`config.mk`:
```
export PLATFORM = sky130hd
export DESIGN_NAME = mesm6_mem_arbiter
export DESIGN_NICKNAME = d
export VERILOG_FILES = /design/src/rtl/mesm6_arb_pkg.sv /design/src/rtl/mesm6_mem_arbiter.sv
export SDC_FILE = /design/constraint.sdc
export NUM_CORES = 1
export LEC_CHECK = 0
export BUFFER_PORTS_ARGS = -buffer_cell sky130_fd_sc_hd__buf_2
export CORE_MARGIN = 5
export CORE_UTILIZATION = 37
export DETAILED_ROUTE_END_ITERATION = 16
export PLACE_DENSITY = 0.73
export SLEW_MARGIN = 20
export SYNTH_ARGS = -nofsm -noshare
export SYNTH_HDL_FRONTEND = slang
export SYNTH_SLANG_ARGS = --single-unit
```
`constraint.sdc`:
```
create_clock -name clk -period 2.1 [get_ports clk]
set_input_delay 0.21 -clock clk [delete_from_list [all_inputs] [get_ports clk]]
set_output_delay 0.21 -clock clk [all_outputs]
set_load 0.005 [all_outputs]
```
`src/rtl/mesm6_arb_pkg.sv`:
```
// rtl/mesm6_arb_pkg.sv - shared types for the MESM-6 memory arbiter; MESM6_ARB_DMA_EN adds the DMA state
package mesm6_arb_pkg;

  localparam int MEM_AW = 15;
  localparam int MEM_DW = 48;

  localparam int PEND_D = 0;
  localparam int PEND_I = 1;
  localparam int PEND_W = 2;

`ifdef MESM6_ARB_DMA_EN
  typedef enum logic [2:0] {
    ARB_IDLE,
    ARB_ACC_D,
    ARB_ACC_I,
    ARB_DONE,
    ARB_ACC_DMA
  } arb_state_t;
`else
  typedef enum logic [1:0] {
    ARB_IDLE,
    ARB_ACC_D,
    ARB_ACC_I,
    ARB_DONE
  } arb_state_t;
`endif

  // First access of a round; the data bus wins ties only when data_first is set.
  function automatic arb_state_t first_access(input logic [PEND_W-1:0] mask, input bit data_first);
    if (mask[PEND_D] && (data_first || !mask[PEND_I]))
      return ARB_ACC_D;
    else if (mask[PEND_I])
      return ARB_ACC_I;
    return ARB_IDLE;
  endfunction

endpackage

```
`src/rtl/mesm6_mem_arbiter.sv`:
```
// rtl/mesm6_mem_arbiter.sv - single-port memory arbiter for the MESM-6 instruction/data buses
// MESM6_ARB_DMA_EN adds a lowest-priority DMA master port.
module mesm6_mem_arbiter
  import mesm6_arb_pkg::*;
#(
  parameter bit DATA_FIRST = 1'b1
) (
  input  logic              clk,
  input  logic              reset,
  input  logic              ibus_fetch,
  input  logic [MEM_AW-1:0] ibus_addr,
  output logic [MEM_DW-1:0] ibus_input,
  output logic              ibus_done,
  input  logic              dbus_read,
  input  logic              dbus_write,
  input  logic [MEM_AW-1:0] dbus_addr,
  input  logic [MEM_DW-1:0] dbus_output,
  output logic [MEM_DW-1:0] dbus_input,
  output logic              dbus_done,
  output logic              mem_read,
  output logic              mem_write,
  output logic [MEM_AW-1:0] mem_addr,
  output logic [MEM_DW-1:0] mem_wdata,
  input  logic [MEM_DW-1:0] mem_rdata,
  input  logic              mem_done
`ifdef MESM6_ARB_DMA_EN
 ,input  logic              dma_req,
  input  logic              dma_we,
  input  logic [MEM_AW-1:0] dma_addr,
  input  logic [MEM_DW-1:0] dma_wdata,
  output logic [MEM_DW-1:0] dma_rdata,
  output logic              dma_ack
`endif
);

  arb_state_t        state, state_nxt;
  logic [PEND_W-1:0] pend, pend_nxt;
  logic [PEND_W-1:0] served, served_nxt;
  logic              d_we, d_we_nxt;
  logic              ibus_cap, dbus_cap;
  logic [PEND_W-1:0] req;
`ifdef MESM6_ARB_DMA_EN
  logic              dma_cap;
`endif

  always_comb begin
    req         = '0;
    req[PEND_I] = ibus_fetch;
    req[PEND_D] = dbus_read | dbus_write;
  end

  always_comb begin
    state_nxt  = state;
    pend_nxt   = pend;
    served_nxt = served;
    d_we_nxt   = d_we;
    mem_read   = 1'b0;
    mem_write  = 1'b0;
    mem_addr   = '0;
    mem_wdata  = '0;
    ibus_done  = 1'b0;
    dbus_done  = 1'b0;
    ibus_cap   = 1'b0;
    dbus_cap   = 1'b0;
`ifdef MESM6_ARB_DMA_EN
    dma_cap    = 1'b0;
`endif
    case (state)
      ARB_IDLE: begin
        // The round's mask is frozen here; later requests wait for the next round.
        pend_nxt   = req;
        served_nxt = req;
        d_we_nxt   = dbus_write;
        if (|req)
          state_nxt = first_access(req, DATA_FIRST);
`ifdef MESM6_ARB_DMA_EN
        else if (dma_req)
          state_nxt = ARB_ACC_DMA;
`endif
      end
      ARB_ACC_D: begin
        mem_read  = ~d_we;
        mem_write = d_we;
        mem_addr  = dbus_addr;
        mem_wdata = dbus_output;
        if (mem_done) begin
          dbus_cap         = ~d_we;
          pend_nxt[PEND_D] = 1'b0;
          state_nxt        = pend[PEND_I] ? ARB_ACC_I : ARB_DONE;
        end
      end
      ARB_ACC_I: begin
        mem_read = 1'b1;
        mem_addr = ibus_addr;
        if (mem_done) begin
          ibus_cap         = 1'b1;
          pend_nxt[PEND_I] = 1'b0;
          state_nxt        = pend[PEND_D] ? ARB_ACC_D : ARB_DONE;
        end
      end
      ARB_DONE: begin
        // One joint completion so the core's stall releases once per microinstruction.
        ibus_done = served[PEND_I];
        dbus_done = served[PEND_D];
        pend_nxt  = '0;
        state_nxt = ARB_IDLE;
      end
`ifdef MESM6_ARB_DMA_EN
      ARB_ACC_DMA: begin
        mem_read  = ~dma_we;
        mem_write = dma_we;
        mem_addr  = dma_addr;
        mem_wdata = dma_wdata;
        if (mem_done) begin
          dma_cap   = 1'b1;
          state_nxt = ARB_IDLE;
        end
      end
`endif
      default: state_nxt = ARB_IDLE;
    endcase
  end

  always_ff @(posedge clk) begin
    if (reset) begin
      state      <= ARB_IDLE;
      pend       <= '0;
      served     <= '0;
      d_we       <= 1'b0;
      ibus_input <= '0;
      dbus_input <= '0;
    end else begin
      state  <= state_nxt;
      pend   <= pend_nxt;
      served <= served_nxt;
      d_we   <= d_we_nxt;
      if (ibus_cap)
        ibus_input <= mem_rdata;
      if (dbus_cap)
        dbus_input <= mem_rdata;
    end
  end

`ifdef MESM6_ARB_DMA_EN
  always_ff @(posedge clk) begin
    if (reset) begin
      dma_ack   <= 1'b0;
      dma_rdata <= '0;
    end else begin
      dma_ack <= dma_cap;
      if (dma_cap && !dma_we)
        dma_rdata <= mem_rdata;
    end
  end
`endif

endmodule

```
==> results of run 1 <==
[cell families after synthesis]
logic type | Yosys count | synth area share
flip-flops | 103 | 0.481
AND/OR/NAND/NOR | 277 | 0.289
adder cells (fa/ha/maj) | 7 | 0.0204
multiplexers | 3 | 0.00701
AO/OA/AOI/OAI | 122 | 0.157
buffers and inverters | 45 | 0.0456
[stage by stage]
| step | setup slack, ps | power (mW) | instances |
|---|---|---|---|
| finish | 178 | 6.33 | 975 |
| global route | 39.4 | 6.79 | 975 |
| CTS | 66.1 | 6.39 | 975 |
| detailed placement | 271 | 4.89 | 961 |
| global placement | 342 | 4.86 | 961 |
| floorplan | 499 | 3.80 | 557 |
[registers in the layout, indices dropped and copies added (netlist names)]
signal and cells:
d_we 1, state 2, ibus_input 48, served 2, pend 2, dbus_input 48
[layout by cell type, fill, tap and decap left out, types with 2 or more instances in the layout]
cell / netlist / routed
nor2b_1: 17 / 17
nand2_1: 195 / 195
buf_4: 2 / 4
clkbuf_1: 29 / 2
a22oi_1: 15 / 14
buf_12: 0 / 4
buf_2: 9 / 294
dfxtp_1: 103 / 103
ha_1: 7 / 6
and2_1: 52 / 51
a21oi_1: 100 / 100
mux2i_1: 3 / 3
inv_1: 4 / 3
clkbuf_16: 0 / 9
nor2_1: 7 / 7
[cell type report]
class / instances / area [µm²] / share of cell area
clock inverter: 3 / 21.3 / 0.00347
multi-input combinational: 409 / 2040 / 0.333
inverter: 4 / 15.0 / 0.00245
clock buffer: 11 / 233 / 0.0379
sequential: 103 / 2060 / 0.336
tap: 143 / 179 / 0.0292
timing repair buffer: 302 / 1580 / 0.258
[timing repair]
item | in CTS | in global routing
gates resized for setup | 0 | 3
endpoints found under the setup margin | 0 | 16
endpoints found under the hold margin | 0 | 0
[power groups by stage]
stage | Sequential, mW | Clock, mW | Combinational [mW]
after global routing | 2.38 | 1.61 | 2.79
final | 2.35 | 1.49 | 2.48
after CTS | 2.35 | 1.54 | 2.50
after detailed placement | 2.40 | 0 | 2.49
after global placement | 2.39 | 0 | 2.47
after floorplan | 2.40 | 0 | 1.40
[worst max path at each step]
stage	startpoint	to	slack, ps	depth (start not counted)
3_3_place_gp	state[0]	ibus_input[9]	340	5
4_1_cts	state[1]	mem_addr[0]	70	6
3_5_place_dp	state[0]	ibus_input[20]	270	5
2_1_floorplan	state[1]	state[1]	500	6
6_report	state[0]	mem_addr[0]	180	6
5_1_grt	state[0]	ibus_input[34]	40	5
[worst reg2reg max path: cells and delay by family, from the launching register on]
kind / cells / cell delay, ps
compound gates: 1 / 160
flops: 1 / 350
buf+inv: 1 / 140
fa+ha+maj: 1 / 180
simple gates: 2 / 960
[metal layers]
metal / track usage / vias up / routed length (µm) / share of wire
li1: - / 2345 / - / -
met1: 0.267 / 2082 / 6300 / 0.43
met2: 0.332 / 189 / 7050 / 0.48
met3: 0.0591 / 10 / 1250 / 0.085
met4: 0.0423 / 0 / 99 / 0.0067
met5: 0 / - / 0 / 0
==> flow_summary.ini, run 1 <==
[outcome]
status = completed

[worst_setup_path]
r2r_end = ibus_input[26]
cp_cell_sequence = inv_1 -> ha_1 -> buf_4 -> a22oi_2 -> nor2b_1 -> buf_2
crit_slowest_cell = dfxtp_1
cpLargestDelayFamily = buffers and inverters
cp-start-kind = flip-flop
rrSetupSlack_ps = 250
crit_arrival_ps = 1710
max_stage_delay_ps = 410
rr_startpoint = state[0]
rr_worst_depth = 5
cp-end-kind = output pin
crit_type = reg -> out
worstPathRequired_ps = 1890
path_buf_inv = 3
worst-path-max-fanout = 17

[detailed_routing]
wirelength_um = 14700
ant_nets = 0
vias_per_cell = 4.74
dr_total_vias = 4626
first_iter_violations = 276
post_drt_wl_per_cell_um = 15.1
firstDrtPassIters = 5
drc_errors = 0

[yosys]
yosysTopAreaCell = dfxtp_1
syn_avg_cell_area_um2 = 7.69
ys_warn_count = 0
synth_enable_flop_cells = 0
syn_inst = 557
ys.flop_type = dfxtp_1
synth_area_um2 = 4280
ys_seq_area_frac = 0.481
synthTopCellsByCount = nand2_1 (195), dfxtp_1 (103), a21oi_1 (100)
ys_async_sr_fraction = 0
netlist-cell-type-count = 27
synth.most_common_cell = nand2_1
synth_seq_cells = 103
synth_nets = 696
yosys.area.top_type_share = 0.481
synth_area_leaders = dfxtp_1 (48%), nand2_1 (17%), a21oi_1 (12%), and2_1 (7.6%), a22oi_1 (2.6%)

[floorplan]
start_util = 0.377
rows = 39
chipWidth_um = 118
core_um2 = 11400
io_pins = 295
die_area_um2 = 13800
die_y_um = 118

[sta]
holdWs_ps = 119
worstMarginPinSlew_ps = 979
period_share = 0.915
relSlewSlack = 0.347
setup_tns_ps = 0
hold_viol_final = 0
finalSetupViolations = 0
period_minus_slack_ps = 1920
rsz0062_at_grt = false
final-max-slew-violation-count = 0
fin_skew_ps = 8.32
max_freq_mhz = 520

[worst_hold_path]
min_path_cells = 3
hold_path_end = ibus_input[38]
hold_path_class = in -> reg
hold_start = mem_rdata[38]

[power_and_ir_drop]
ir_worst_vdd_v = 0.000733
power.leakage_nw = 2.98
p_seq_frac = 0.372
switching_power_mw = 2.19
p_comb_frac = 0.393
clockPowerShare = 0.235
cellPowerDensity_nw_per_um2 = 1030
intPower_mw = 4.14
p_sw_frac = 0.346

[clock_network]
cts_buffers = 9
root_buffer = clkbuf_16
cts_buffer_depth = 2
clkTransAtPathRegs_ps = 70
clk_latency_ps = 340
cts_hold_buf = 0
cts_sinks = 103
cts_tree = yes
post_cts_buffers = 0
h-tree-depth = 3

[finish]
postLayoutCellArea_um2 = 6130
area_delta_synth_final_pct = 43.2
diodes = 0
final_core_util = 0.539
nNetsFinal = 968
layout-drive-gt1-share = 0.387
nFillCells = 1112

[grt]
grt_util_all_layers = 0.203
grt_pass1_vias = 4366
grt_pass1_wl_um = 23400
overflow = 0
grt_antenna_before_repair = 0
grt_start_max_net_pins = 90

[place]
placed_area_um2 = 5870
io_buffers = 294
hpwl_um = 11000
place_congestion = 0.896

[run]
cap_violations = 0
Note: power is estimated with default switching activity, not from simulation.
==> run 2: changes to the inputs <==
ABC_AREA = 1   (was not set)
PLACE_DENSITY = 0.72   (was 0.73)
==> run 2 against run 1 <==
- worst setup slack got worse by 11 ps
- non-clock buffer count increased by 2
- critical path depth unchanged
- critical path type unchanged
- final cell count increased by 9.5%
- highest routed layer unchanged
==> flow_summary.ini, run 2 <==
[yosys]
syn_avg_cell_area_um2 = 6.90
synth.most_common_cell = inv_1
ys_async_sr_fraction = 0
synthTopCellsByCount = inv_1 (111), nor2_1 (106), dfxtp_1 (103)
ys_seq_area_frac = 0.464
synth_area_leaders = dfxtp_1 (46%), o21ai_0 (10%), inv_1 (9.4%), nor2_1 (9.0%), nand2_1 (8.4%)
synth_enable_flop_cells = 0
netlist-cell-type-count = 18
synth_area_um2 = 4440
yosysTopAreaCell = dfxtp_1
ys_warn_count = 0
synth_seq_cells = 103
synth_nets = 783
yosys.area.top_type_share = 0.464
ys.flop_type = dfxtp_1
syn_inst = 644

[detailed_routing]
dr.max_layer_used = met4
dr_wl_met3_um = 1250
drc_errors = 0
ant_nets = 0
post_drt_wl_per_cell_um = 13.4
firstDrtPassIters = 4
dr_total_vias = 4783
first_iter_violations = 318
met2_length_um = 7050
vias_per_cell = 4.48
drt-met1-wl_um = 5730
wirelength_um = 14400

[finish]
nFillCells = 1215
reg_top3 = dbus_input: 48 flops, ibus_input: 48 flops
nNetsFinal = 1057
final_cell_mix = buf_2 (294), inv_1 (109), nor2_1 (106)
final_common_cell = buf_2
postLayoutCellArea_um2 = 6320
area_delta_synth_final_pct = 42.4
regArea_um2 = 2060
diodes = 0
multi_input_area_um2 = 1760
layout-drive-gt1-share = 0.353

[grt]
grt_util_all_layers = 0.194
grt_start_max_net_pins = 80
grt_antenna_before_repair = 0
grt_pass1_vias = 4436
grt_pass1_wl_um = 22400
overflow = 0

[worst_hold_path]
hold_path_class = in -> reg
hold_start = reset

[worst_setup_path]
cp-end-kind = output pin
rr_startpoint = state[1]
cp-start-kind = flip-flop
worst-path-max-fanout = 16
crit_arrival_ps = 1720
crit_type = reg -> out
crit_start = state[1]
worstPathRequired_ps = 1890

[place]
place_congestion = 0.828
io_buffers = 294
hpwl_um = 11000
placed_area_um2 = 6000

[sta]
finalSetupViolations = 0
holdWs_ps = 91.4
max_freq_mhz = 517
final-max-slew-violation-count = 0
fin_skew_ps = 6.17
worstMarginPinSlew_ps = 466
hold_viol_final = 0
setup_tns_ps = 0
period_minus_slack_ps = 1930
period_share = 0.921
relSlewSlack = 0.689
rsz0062_at_grt = false

[floorplan]
die_area_um2 = 14300
rows = 40
start_util = 0.373
core_um2 = 11900
chipWidth_um = 120
io_pins = 295
die_y_um = 120

[clock_network]
cts_buffers = 9
clkTransAtPathRegs_ps = 60
clk_latency_ps = 340
cts_sinks = 103
root_buffer = clkbuf_16
cts_buffer_depth = 2
h-tree-depth = 3
cts_hold_buf = 0
cts_tree = yes

[power_and_ir_drop]
power.leakage_nw = 3.55
cellPowerDensity_nw_per_um2 = 1160
power_mw = 7.37
ir_worst_vdd_v = 0.000533

[outcome]
status = completed

[run]
cap_violations = 0
run 2: cell types whose count changed in the layout (fill, tap and decap cells not counted), moves of 2 or more:
| cell | before | now |
|---|---|---|
| inv_1 | 3 | 109 |
| nor2_1 | 7 | 106 |
| nand2_1 | 195 | 100 |
| o21ai_0 | 1 | 91 |
| and2_1 | 51 | 0 |
| a21oi_1 | 100 | 68 |
| nor2b_1 | 17 | 0 |
| a22oi_1 | 14 | 0 |
| o21ai_1 | 0 | 10 |
| mux2i_1 | 3 | 0 |
| nand3_1 | 0 | 2 |
run 2: metrics by stage:
step,std cells,utilization,setup WS (ps)
after global placement,1053,0.504,424
final,1068,0.531,166
after global routing,1068,0.531,47.6
after CTS,1067,0.528,-11.6
after detailed placement,1053,0.504,363
after floorplan,644,-,640
run 2: worst max-delay path, stage by stage (launching register included):
cell and delay (ps):
dfxtp_1 380, inv_1 140, ha_1 340, clkinvlp_4 110, buf_12 150, a21oi_1 120, buf_2 130
run 2: report_power, final:
part / switching (mW) / internal (mW)
logic: 1.75 / 1.33
registers: 0.229 / 2.41
clock network: 0.698 / 0.946
total: 2.68 / 4.69
run 2: worst paths after layout:
kind | end | slack [ps] | cells past startpoint
setup / recovery | mem_addr[3] | 170 | 6
hold / removal | state[0] | 90 | 2
setup reg to reg | dbus_input[12] | 300 | 7
hold reg to reg | dbus_input[10] | 440 | 2
run 2: final cells by class:
class                      instances  share of cell area
timing repair buffer             304               0.254
clock buffer                      11              0.0384
sequential                       103               0.326
multi-input combinational        388               0.278
clock inverter                     3             0.00692
tap                              147              0.0291
inverter                         112              0.0671
run 2: layer usage:
layer,up-vias,track usage
met5,-,0
met4,0,0.0730
met1,2038,0.225
met2,208,0.336
li1,2515,-
met3,22,0.0589
run 2: cell families (layout without fill, tap and decap cells):
group | Yosys count | after routing | synth area share
fa+ha+maj | 7 | 7 | 0.0197
flops | 103 | 103 | 0.464
buf+inv | 153 | 430 | 0.144
compound gates | 169 | 169 | 0.190
simple gates | 212 | 212 | 0.182
run 2: timing repair:
| item | in CTS | in global routing |
|---|---|---|
| setup buffers | 0 | 1 |
| resized for setup | 0 | 4 |
| setup endpoints to repair | 2 | 57 |
==> run 3: changes to the inputs <==
ABC_AREA = not set   (was 1)
PLACE_DENSITY = 0.73   (was 0.72)
SETUP_SLACK_MARGIN = 0.02   (was not set)
==> run 3 against run 2 <==
- sequential share of layout area up 0.85 points
- utilization increased by 1.1 points
- clock-buffer cell count unchanged
- largest power group unchanged
==> flow_summary.ini, run 3 (same netlist as run 1, synthesis figures left out) <==
[clock_network]
ctsResizeCount = 0
post_cts_buffers = 0
h-tree-depth = 3
cts_buffers = 9
root_buffer = clkbuf_16
cts_buffer_depth = 2
cts_sinks = 103
clkTransAtPathRegs_ps = 70
cts_hold_buf = 0
cts_tree = yes
clk_latency_ps = 340

[sta]
relSlewSlack = 0.363
worstMarginPinSlew_ps = 956
layout_setup_ws_ps = 168
fin_skew_ps = 9.71
final-max-slew-violation-count = 0
max_freq_mhz = 518
period_share = 0.920
hold_viol_final = 0
period_minus_slack_ps = 1930
setup_tns_ps = 0
rsz0062_at_grt = true
finalSetupViolations = 0

[finish]
reg_top3 = dbus_input: 48 flops, ibus_input: 48 flops
final_common_cell = buf_2
area_delta_synth_final_pct = 43.8
final_core_util = 0.542
layout-drive-gt1-share = 0.388
diodes = 0
final_cell_mix = buf_2 (294), nand2_1 (195), dfxtp_1 (103)
nNetsFinal = 969

[worst_setup_path]
crit_arrival_ps = 1720
crit_type = reg -> out
cp-end-kind = output pin
worst-path-max-fanout = 17
cp-start-kind = flip-flop
worstPathRequired_ps = 1890

[place]
dp_slack_ps = 271
place_congestion = 0.896
hpwl_um = 11000
io_buffers = 294

[grt]
grt_start_max_net_pins = 90
grt_pass1_wl_um = 23400
overflow = 0
grt_util_all_layers = 0.203
grt_antenna_before_repair = 0
grt_pass1_vias = 4366

[detailed_routing]
first_iter_violations = 315
vias_per_cell = 4.77
post_drt_wl_per_cell_um = 15.3
drc_errors = 0
ant_nets = 0
wirelength_um = 14900
firstDrtPassIters = 5
dr_total_vias = 4653

[power_and_ir_drop]
power.leakage_nw = 2.99
ir_worst_vdd_v = 0.000736
cellPowerDensity_nw_per_um2 = 1040
power_mw = 6.41

[run]
cap_violations = 0

[floorplan]
die_y_um = 118
core_um2 = 11400
io_pins = 295
rows = 39
start_util = 0.377
die_area_um2 = 13800
chipWidth_um = 118

[worst_hold_path]
hold_path_class = in -> reg

[outcome]
status = completed
==> run 3: cell types whose count changed in the layout (fill, tap and decap cells not counted), sizes merged, moves of 3 or more <==
cell and delta:
nor2 -99, a21oi +32, and2 +52, nand2 +94, a22oi +15, inv -107, nand3 -3, nor2b +17
mux2i +3, o21ai -99
==> run 3: worst paths after layout <==
| check | startpoint | slack, ps | cells past startpoint | end |
|---|---|---|---|---|
| worst max register to register | state[0] | 260 | 5 | ibus_input[26] |
| worst min-delay path | mem_rdata[38] | 120 | 3 | ibus_input[38] |
| worst min register to register | ibus_input[3] | 450 | 2 | ibus_input[3] |
| worst max-delay path | state[0] | 170 | 6 | mem_addr[0] |
==> run 3: area by class of cell <==
class / count / area, µm²
sequential: 103 / 2060
tap: 143 / 179
clock buffer: 11 / 233
inverter: 4 / 15.0
clock inverter: 3 / 21.3
fill: 1109 / 5210
multi-input combinational: 409 / 2040
timing repair buffer: 303 / 1610
==> run 3: stage by stage <==
| step | std cells | hold slack [ps] | area [µm²] |
|---|---|---|---|
| final | 976 | 118 | 6160 |
| after global routing | 976 | 113 | 6160 |
| after CTS | 975 | 103 | 6130 |
| after detailed placement | 961 | 444 | 5870 |
| after global placement | 961 | 440 | 5870 |
| after floorplan | 557 | 343 | 4280 |
==> run 3: per-layer routing <==
metal	routed length [µm]	vias to the layer above	track usage	part of all wire
met3	1270	12	0.0591	0.085
met1	6350	2103	0.267	0.43
met2	7180	194	0.332	0.48
met4	102	0	0.0423	0.0068
li1	-	2344	-	-
met5	0	-	0	0
==> run 3: critical path: stages (launching register included) <==
cell and delay, ps:
dfxtp_1 410, inv_1 120, ha_1 210, buf_4 200
a22oi_2 240, nor2b_1 70, buf_2 130
==> run 3: power breakdown <==
group	leakage [nW]	switching [mW]	total, mW	internal (mW)
sequential	0.835	0.141	2.35	2.21
combinational	2.03	1.39	2.57	1.18
clock	0.122	0.694	1.49	0.794
